===== src/rtl/uart_pkg.sv =====
// Shared UART definitions: receiver state encoding, frame width and the
// helper that turns clock/baud rates into a bit period in clock cycles.
package uart_pkg;

    typedef enum logic [1:0] {
        IDLE  = 2'd0,
        START = 2'd1,
        DATA  = 2'd2,
        STOP  = 2'd3
    } uart_rx_state_t;

    localparam int DATA_BITS = 8;

    // Number of system clock cycles in one serial bit period.
    function automatic int bit_cycles(input int clk_frq, input int baud);
        return clk_frq / baud;
    endfunction

endpackage


===== src/rtl/uart_sync2.sv =====
// Two-flop synchronizer for a single asynchronous bit. Both flops reset to 1
// so an idle-high serial line looks idle straight out of reset.
module uart_sync2 (
    input  logic clk_i,
    input  logic rst_ni,
    input  logic d_i,
    output logic q_o
);

    logic meta_q;
    logic sync_q;

    // Two back-to-back flops give the first stage a full cycle to resolve.
    always_ff @(posedge clk_i or negedge rst_ni) begin
        if (!rst_ni) begin
            meta_q <= 1'b1;
            sync_q <= 1'b1;
        end else begin
            meta_q <= d_i;
            sync_q <= meta_q;
        end
    end

    assign q_o = sync_q;

endmodule


===== src/rtl/uart_rx.sv =====
// 8N1 UART receiver. Detects the start-bit falling edge, re-checks the start
// bit half a period later, then samples each data bit and the stop bit in the
// middle of its bit period. A good frame produces a one-cycle rx_valid with
// the byte on rx_data; a low stop bit produces a one-cycle frame_err instead.
//
// Handshake: rx_valid is a one-cycle strobe with no ready/back-pressure; the
// consumer must capture rx_data on the cycle rx_valid is high. rx_data then
// holds until the next good frame.
module uart_rx
    import uart_pkg::*;
#(
    parameter int CLK_FRQ   = 100,
    parameter int BAUD_RATE = 10
) (
    input  logic       clk,
    input  logic       rst,
    input  logic       rx_enb,
    input  logic       rx,
    output logic [7:0] rx_data,
    output logic       rx_valid,
    output logic       frame_err,
    output logic       busy,
    output logic [1:0] dbg_state
);

    localparam int BIT  = bit_cycles(CLK_FRQ, BAUD_RATE);
    localparam int HALF = BIT / 2;
    localparam int CW   = $clog2(BIT);

    localparam logic [CW-1:0] BIT_M1   = CW'(BIT - 1);
    localparam logic [CW-1:0] HALF_M1  = CW'(HALF - 1);
    localparam logic [2:0]    LAST_IDX = 3'(DATA_BITS - 1);

    // With fewer than 4 cycles per bit there is no usable mid-bit sample point.
    if (BIT < 4) begin : g_bit_check
        $error("uart_rx: CLK_FRQ/BAUD_RATE must be at least 4");
    end

    uart_rx_state_t       state_q;
    logic [CW-1:0]        cnt_q;
    logic [2:0]           bit_idx_q;
    logic [DATA_BITS-1:0] shift_q;
    logic [DATA_BITS-1:0] rx_data_q;
    logic                 rx_valid_q;
    logic                 frame_err_q;
    logic                 busy_q;
    logic                 rx_s;
    logic                 rx_d_q;

    uart_sync2 u_sync (
        .clk_i  (clk),
        .rst_ni (rst),
        .d_i    (rx),
        .q_o    (rx_s)
    );

    // Delayed copy of the synchronized line for falling-edge detection.
    always_ff @(posedge clk or negedge rst) begin
        if (!rst) begin
            rx_d_q <= 1'b1;
        end else begin
            rx_d_q <= rx_s;
        end
    end

    // Receive FSM with registered strobes, busy flag and data output.
    always_ff @(posedge clk or negedge rst) begin
        if (!rst) begin
            state_q     <= IDLE;
            cnt_q       <= '0;
            bit_idx_q   <= '0;
            shift_q     <= '0;
            rx_data_q   <= '0;
            rx_valid_q  <= 1'b0;
            frame_err_q <= 1'b0;
            busy_q      <= 1'b0;
        end else begin
            rx_valid_q  <= 1'b0;
            frame_err_q <= 1'b0;
            if (!rx_enb) begin
                // Disabling abandons any frame in flight without a strobe.
                state_q   <= IDLE;
                cnt_q     <= '0;
                bit_idx_q <= '0;
                busy_q    <= 1'b0;
            end else begin
                case (state_q)
                    IDLE: begin
                        // Only a high-to-low transition starts a frame, so a
                        // line held low (break) cannot re-trigger.
                        if (!rx_s && rx_d_q) begin
                            state_q <= START;
                            cnt_q   <= '0;
                            busy_q  <= 1'b1;
                        end
                    end
                    START: begin
                        if (cnt_q == HALF_M1) begin
                            cnt_q <= '0;
                            if (!rx_s) begin
                                state_q   <= DATA;
                                bit_idx_q <= '0;
                            end else begin
                                // Line went back high: treat as a glitch.
                                state_q <= IDLE;
                                busy_q  <= 1'b0;
                            end
                        end else begin
                            cnt_q <= cnt_q + 1'b1;
                        end
                    end
                    DATA: begin
                        if (cnt_q == BIT_M1) begin
                            shift_q[bit_idx_q] <= rx_s;
                            cnt_q              <= '0;
                            if (bit_idx_q == LAST_IDX) begin
                                state_q   <= STOP;
                                bit_idx_q <= '0;
                            end else begin
                                bit_idx_q <= bit_idx_q + 3'd1;
                            end
                        end else begin
                            cnt_q <= cnt_q + 1'b1;
                        end
                    end
                    STOP: begin
                        if (cnt_q == BIT_M1) begin
                            cnt_q   <= '0;
                            state_q <= IDLE;
                            busy_q  <= 1'b0;
                            if (rx_s) begin
                                rx_data_q  <= shift_q;
                                rx_valid_q <= 1'b1;
                            end else begin
                                frame_err_q <= 1'b1;
                            end
                        end else begin
                            cnt_q <= cnt_q + 1'b1;
                        end
                    end
                    default: begin
                        state_q <= IDLE;
                        busy_q  <= 1'b0;
                    end
                endcase
            end
        end
    end

    assign rx_data   = rx_data_q;
    assign rx_valid  = rx_valid_q;
    assign frame_err = frame_err_q;
    assign busy      = busy_q;
    assign dbg_state = state_q;

endmodule


===== config.mk =====
export PLATFORM = sky130hd
export DESIGN_NAME = uart_rx
export DESIGN_NICKNAME = d
export VERILOG_FILES = /design/src/rtl/uart_pkg.sv /design/src/rtl/uart_sync2.sv /design/src/rtl/uart_rx.sv
export SDC_FILE = /design/constraint.sdc
export NUM_CORES = 1
export LEC_CHECK = 0
export ABC_AREA = 1
export CAP_MARGIN = 25
export CELL_PAD_IN_SITES_DETAIL_PLACEMENT = 1
export CELL_PAD_IN_SITES_GLOBAL_PLACEMENT = 2
export CORE_MARGIN = 2
export CORE_UTILIZATION = 25
export CTS_BUF_LIST = sky130_fd_sc_hd__clkbuf_2 sky130_fd_sc_hd__clkbuf_4 sky130_fd_sc_hd__clkbuf_8
export CTS_CLUSTER_DIAMETER = 60
export DETAILED_ROUTE_END_ITERATION = 12
export PLACE_DENSITY = 0.72
export REMOVE_ABC_BUFFERS = 1
export SYNTH_ARGS = -nofsm -noshare
export SYNTH_HDL_FRONTEND = slang
export SYNTH_SLANG_ARGS = --single-unit

===== constraint.sdc =====
create_clock -name clk -period 2.3 [get_ports clk]
set_input_delay 0.345 -clock clk [delete_from_list [all_inputs] [get_ports clk]]
set_output_delay 0.345 -clock clk [all_outputs]
set_load 0.05 [all_outputs]

==> flow_metrics.tcl, run 1 <==
set metrics [dict create \
    synth_area_per_cell_um2 8.27 \
    fmaxAchievable_mhz 519 \
    whs_ps 356 \
    firstDrtPassIters 3 \
    path_clk_slew_ps 70 \
    dpl.hpwl_um 2700 \
    combPwrFrac 0.262 \
    synthesis.area_um2 1660 \
    global_route_congestion_overflow_total 0 \
    antenna-diode-count 0 \
    gp_congestion 0.743 \
    synthToLayoutAreaGrowth_pct 22.3 \
    final_common_cell "sky130_fd_sc_hd__nand2_1" \
    total_number_of_nets_in_the_final_design 238 \
    fp.dieArea_um2 7310 \
    cp_data_arrival_time_ps 1580 \
    grt_pass1_vias 1345 \
    globalRouteTotalUtil 0.112 \
    tritoncts "done" \
    cap_viol_max_count 0 \
    netSwitchingPower_mw 0.540 \
    number_of_vias_in_the_routed_layout 1294 \
    core_area_um2 6390 \
    final_cell_mix "70 x sky130_fd_sc_hd__nand2_1, 28 x sky130_fd_sc_hd__dfrtp_1, 17 x sky130_fd_sc_hd__inv_1, 17 x sky130_fd_sc_hd__nand3_1, 16 x sky130_fd_sc_hd__clkdlybuf4s50_1" \
    yosys_warnings 0 \
    die_height_um 85.5 \
    cell_internal_power_dissipation_mw 1.06 \
    max_stage_delay_ps 850 \
    synth.yosys.seq_area_share 0.469 \
    grt_pass1_wl_um 6440 \
    placement_rows 29 \
    chipWidth_um 85.5 \
    avgViaCountPerCell 4.28 \
    min_path_type "flip-flop to flip-flop" \
    slew_violations 0 \
    critical_path_cell_count 1 \
    hold-path-cell-count 0 \
    p_per_area_nw_per_um2 787 \
    run_status "finished, final reports clean" \
    critPathLaunchType "flip-flop" \
    setup-tns-final_ps 0 \
    initial_core_util 0.260 \
    cts_resized 0 \
    path_buf_inv 1 \
    detailedRoute.firstIterationViolations 36 \
    synth-seq-cells 31 \
    worstPathCellList "clkdlybuf4s50_1" \
    setup.worst_path.class "flip-flop to output port" \
    critical_path.top_delay_family "buffers and inverters" \
    postCtsSetupBuffers 0 \
    min_period_over_period 0.837 \
    crit_required_ps 1960 \
    drive_gt1_frac 0.160 \
    critical_path.max_fanout 6 \
    power.ir.vdd_worst_v 0.000293 \
    cts_made_buffers 5 \
    seq_power_share 0.383 \
    tightestPinTransition_ps 510 \
    power.static_leakage_nw 1.04 \
    cts_hold_buffers 0 \
    cts_max_path_buffers 2 \
    count_of_input_and_output_buffers 16 \
    final_critical_path_required_period_ps 1930 \
    drc 0 \
    finalClockSkew_ps 5.14 \
    grt_antenna_before_repair 0 \
    cts_num_sinks 31 \
    routed_wl_um 3600 \
    setup_repair_after_global_routing_missed_its_margin "false" \
    clkPwrFrac 0.355 \
    cp_slowest_cell "sky130_fd_sc_hd__clkdlybuf4s50_1" \
    finalSetupViolations 0 \
    io_pins 17 \
    synthesis.instances 201 \
    final_antenna_net_count 0 \
    post_synth_cell_types 24 \
    rr_worst_depth 10 \
    nature_of_the_critical_path_endpoint "output port" \
    route.detailed.wl_per_inst_um 11.9 \
    largest_net_degree_at_the_start_of_global_routing 32 \
    clock_insertion_delay_worst_skew_ps 290 \
    hold_viol 0 \
    slew_headroom 0.659 \
    htree_num_levels 2 \
    switching_share 0.338 \
    clockRootBuffer "sky130_fd_sc_hd__clkbuf_8" \
]
[layout make-up]
type / instances / area [µm²]
clock buffers: 6 / 82.6
clock inverters: 2 / 35.0
fillers: 791 / 4350
inverters: 27 / 109
multi-input cells: 142 / 762
flip-flops and latches: 31 / 779
well taps: 77 / 96.3
repair buffers: 17 / 168
[routing by layer]
layer / track usage / routed length, µm
met2: 0.171 / 1600
met1: 0.150 / 1830
met3: 0.0289 / 99
met5: 0 / 0
met4: 0.0519 / 78
[final timing paths]
| kind | slack, ps | end | start |
|---|---|---|---|
| worst max register to register | 700 | dbg_state[0] | dbg_state[0] |
| max in group asynchronous | 1510 | rx_d_q | rst |
| worst min-delay path | 360 | u_sync.q_o | u_sync.meta_q |
| worst max-delay path | 370 | dbg_state[0] | dbg_state[0] |
| worst min register to register | 360 | u_sync.q_o | u_sync.meta_q |
| min in group asynchronous | 460 | dbg_state[0] | rst |
[cell families (layout without fill, tap and decap cells)]
family          count (synthesis)  count (layout)  share of synthesized area
compound gates                 14              14                     0.0422
fa+ha+maj                      10              10                     0.0753
buf+inv                        28              52                     0.0723
flops                          31              31                      0.469
simple gates                  118             118                      0.341
[sequential cells by signal, indices dropped and copies added, names as in the netlist]
name	count
u_sync.q_o	1
shift_q	8
rx_data	8
u_sync.meta_q	1
busy	1
rx_d_q	1
frame_err	1
bit_idx_q	3
dbg_state	2
rx_valid	1
cnt_q	4
[cell usage after synthesis (all sizes together)]
library cell	number	area (µm²)
o21ai	12	60.1
nor2	14	78.8
inv	23	91.3
dfstp	3	78.8
clkinv	4	17.5
dfrtp	28	701
buf	1	11.3
ha	10	125
a21oi	2	10.0
nand2	80	335
nand4	2	12.5
nor3	2	10.0
nand3	20	130
[worst reg2reg max path, delay by kind of cell, from the launching register on]
| kind | cells | cell delay, ps |
|---|---|---|
| simple gates | 7 | 580 |
| buf+inv | 2 | 190 |
| fa+ha+maj | 1 | 290 |
| flops | 1 | 440 |
[per-stage QoR]
stage,setup slack (ps),utilization,area (µm²),power [mW],std cells
after floorplan,488,-,1650,0.918,200
after global placement,553,0.300,1910,1.05,294
after detailed placement,543,0.300,1910,1.05,294
after CTS,355,0.318,2030,1.63,302
after global routing,320,0.318,2030,1.70,302
final,375,0.318,2030,1.60,302
[power groups by stage]
stage | clock network, mW | registers (mW) | logic, mW
after floorplan | 0 | 0.681 | 0.237
after global placement | 0 | 0.624 | 0.424
after detailed placement | 0 | 0.622 | 0.427
after CTS | 0.585 | 0.613 | 0.430
after global routing | 0.611 | 0.618 | 0.474
final | 0.567 | 0.612 | 0.419
Note: power is estimated with default switching activity, not from simulation.
==> run 2: changes to the inputs <==
PLACE_DENSITY = 0.75   (was 0.72)
clock period = 1.7 ns   (was 2.3 ns; I/O delays follow)
==> flow_metrics.tcl, run 2 (same netlist as run 1, synthesis figures left out) <==
set metrics [dict create \
    count_of_input_and_output_buffers 16 \
    setup_repair_after_global_routing_missed_its_margin "false" \
    clockRootBuffer "sky130_fd_sc_hd__clkbuf_8" \
    cts_max_path_buffers 2 \
    largest_net_degree_at_the_start_of_global_routing 32 \
    hold_viol 0 \
    detailedRoute.firstIterationViolations 29 \
    path_clk_slew_ps 70 \
    cts_hold_buffers 0 \
    placement_rows 29 \
    total_instance_count_after_detailed_placement 295 \
    gp_congestion 0.734 \
    total_number_of_nets_in_the_final_design 239 \
    avgViaCountPerCell 4.33 \
    routed_wl_um 3620 \
    drive_gt1_frac 0.221 \
    cp_data_arrival_time_ps 1690 \
    core_area_um2 6390 \
    cts_made_buffers 5 \
    tightestPinTransition_ps 320 \
    fp.dieArea_um2 7310 \
    final_critical_path_required_period_ps 1510 \
    whs_ps 331 \
    rr_worst_depth 10 \
    critical_path_source "dbg_state[0]" \
    cts_resized 0 \
    chipWidth_um 85.5 \
    grt_pass1_vias 1372 \
    r2r-end "dbg_state[1]" \
    dpl.hpwl_um 2710 \
    power.static_leakage_nw 1.08 \
    io_pins 17 \
    critPathLaunchType "flip-flop" \
    postCtsSetupBuffers 0 \
    final_cell_mix "70 x sky130_fd_sc_hd__nand2_1, 28 x sky130_fd_sc_hd__dfrtp_1, 17 x sky130_fd_sc_hd__inv_1, 17 x sky130_fd_sc_hd__nand3_1, 14 x sky130_fd_sc_hd__buf_4" \
    timing.reg2reg.setup_slack_ps 190 \
    final_common_cell "sky130_fd_sc_hd__nand2_1" \
    rr_startpoint "dbg_state[0]" \
    clock_insertion_delay_worst_skew_ps 290 \
    slew_headroom 0.786 \
    route.detailed.wl_per_inst_um 11.9 \
    setup.worst_path.class "flip-flop to flip-flop" \
    run_status "finished, final reports clean" \
    grt_pass1_wl_um 6340 \
    number_of_vias_in_the_routed_layout 1312 \
    globalRouteTotalUtil 0.110 \
    tritoncts "done" \
    finalSetupViolations 0 \
    cap_viol_max_count 0 \
    power.ir.vdd_worst_v 0.000491 \
    min_period_over_period 0.891 \
    p_per_area_nw_per_um2 1070 \
    nature_of_the_critical_path_endpoint "flip-flop" \
    die_height_um 85.5 \
    cts_num_sinks 31 \
    grt_antenna_before_repair 0 \
    firstDrtPassIters 4 \
    slew_violations 0 \
    final_antenna_net_count 0 \
    synthToLayoutAreaGrowth_pct 21.5 \
    stdcell_count 303 \
    drc 0 \
    initial_core_util 0.260 \
    min_path_type "input port to asynchronous set/reset pin" \
    crit_required_ps 1880 \
    critical_path.max_fanout 4 \
    htree_num_levels 2 \
    antenna-diode-count 0 \
    global_route_congestion_overflow_total 0 \
    finalClockSkew_ps 6.51 \
    fmaxAchievable_mhz 660 \
]
==> run 2: cell types whose count changed in the layout (fill, tap and decap cells not counted) <==
cell / change
sky130_fd_sc_hd__buf_12: +1
sky130_fd_sc_hd__buf_4: +13
sky130_fd_sc_hd__clkdlybuf4s50_1: -13
==> run 2: final cells by class <==
class | instances | area (µm²)
fill | 780 | 4370
tap | 77 | 96.3
inverter | 27 | 109
multi-input combinational | 142 | 762
clock inverter | 2 | 35.0
timing repair buffer | 18 | 155
sequential | 31 | 779
clock buffer | 6 | 82.6
==> run 2: how the worst max path moves through the flow <==
stage | to | depth (start not counted)
finish | dbg_state[1] | 10
floorplan | dbg_state[0] | 10
CTS | dbg_state[1] | 10
global placement | dbg_state[1] | 9
detailed placement | dbg_state[1] | 9
global route | dbg_state[0] | 10
==> run 2: layer usage <==
layer	GRT usage	up-vias	part of all wire
li1	-	675	-
met1	0.138	616	0.48
met2	0.178	15	0.47
met3	0.0298	6	0.029
met4	0.0476	0	0.021
met5	0	-	0
==> run 2: report_power, final <==
group | internal [mW] | switching [mW] | total [mW]
clock | 0.474 | 0.290 | 0.764
combinational | 0.186 | 0.395 | 0.581
sequential | 0.779 | 0.0423 | 0.821
total | 1.44 | 0.727 | 2.17
==> run 2: critical path, stage by stage (launching register included) <==
cell and delay, ps:
sky130_fd_sc_hd__dfrtp_1 390, sky130_fd_sc_hd__inv_1 100, sky130_fd_sc_hd__ha_1 280, sky130_fd_sc_hd__nand2_4 130
sky130_fd_sc_hd__inv_2 60, sky130_fd_sc_hd__nand2_2 60, sky130_fd_sc_hd__nand2_1 60, sky130_fd_sc_hd__nor2_2 150
sky130_fd_sc_hd__nand2_2 70, sky130_fd_sc_hd__nand2_1 60, sky130_fd_sc_hd__nand2_1 40
==> run 2: per-stage QoR <==
step / instance area, µm² / utilization / worst slack (ps) / total power [mW] / TNS [ps]
after floorplan: 1650 / - / -112 / 1.24 / -307
after global placement: 1900 / 0.298 / 63.4 / 1.43 / 0
after detailed placement: 1900 / 0.298 / 43.1 / 1.43 / 0
after CTS: 2020 / 0.316 / 154 / 2.21 / 0
after global routing: 2020 / 0.316 / 0.271 / 2.31 / 0
final: 2020 / 0.316 / 185 / 2.17 / 0
==> run 3: changes to the inputs <==
ABC_CLOCK_PERIOD_IN_PS = 1700   (was default)
==> results of run 3 <==
Final layout, timing and power as in run 2 (identical DEF).
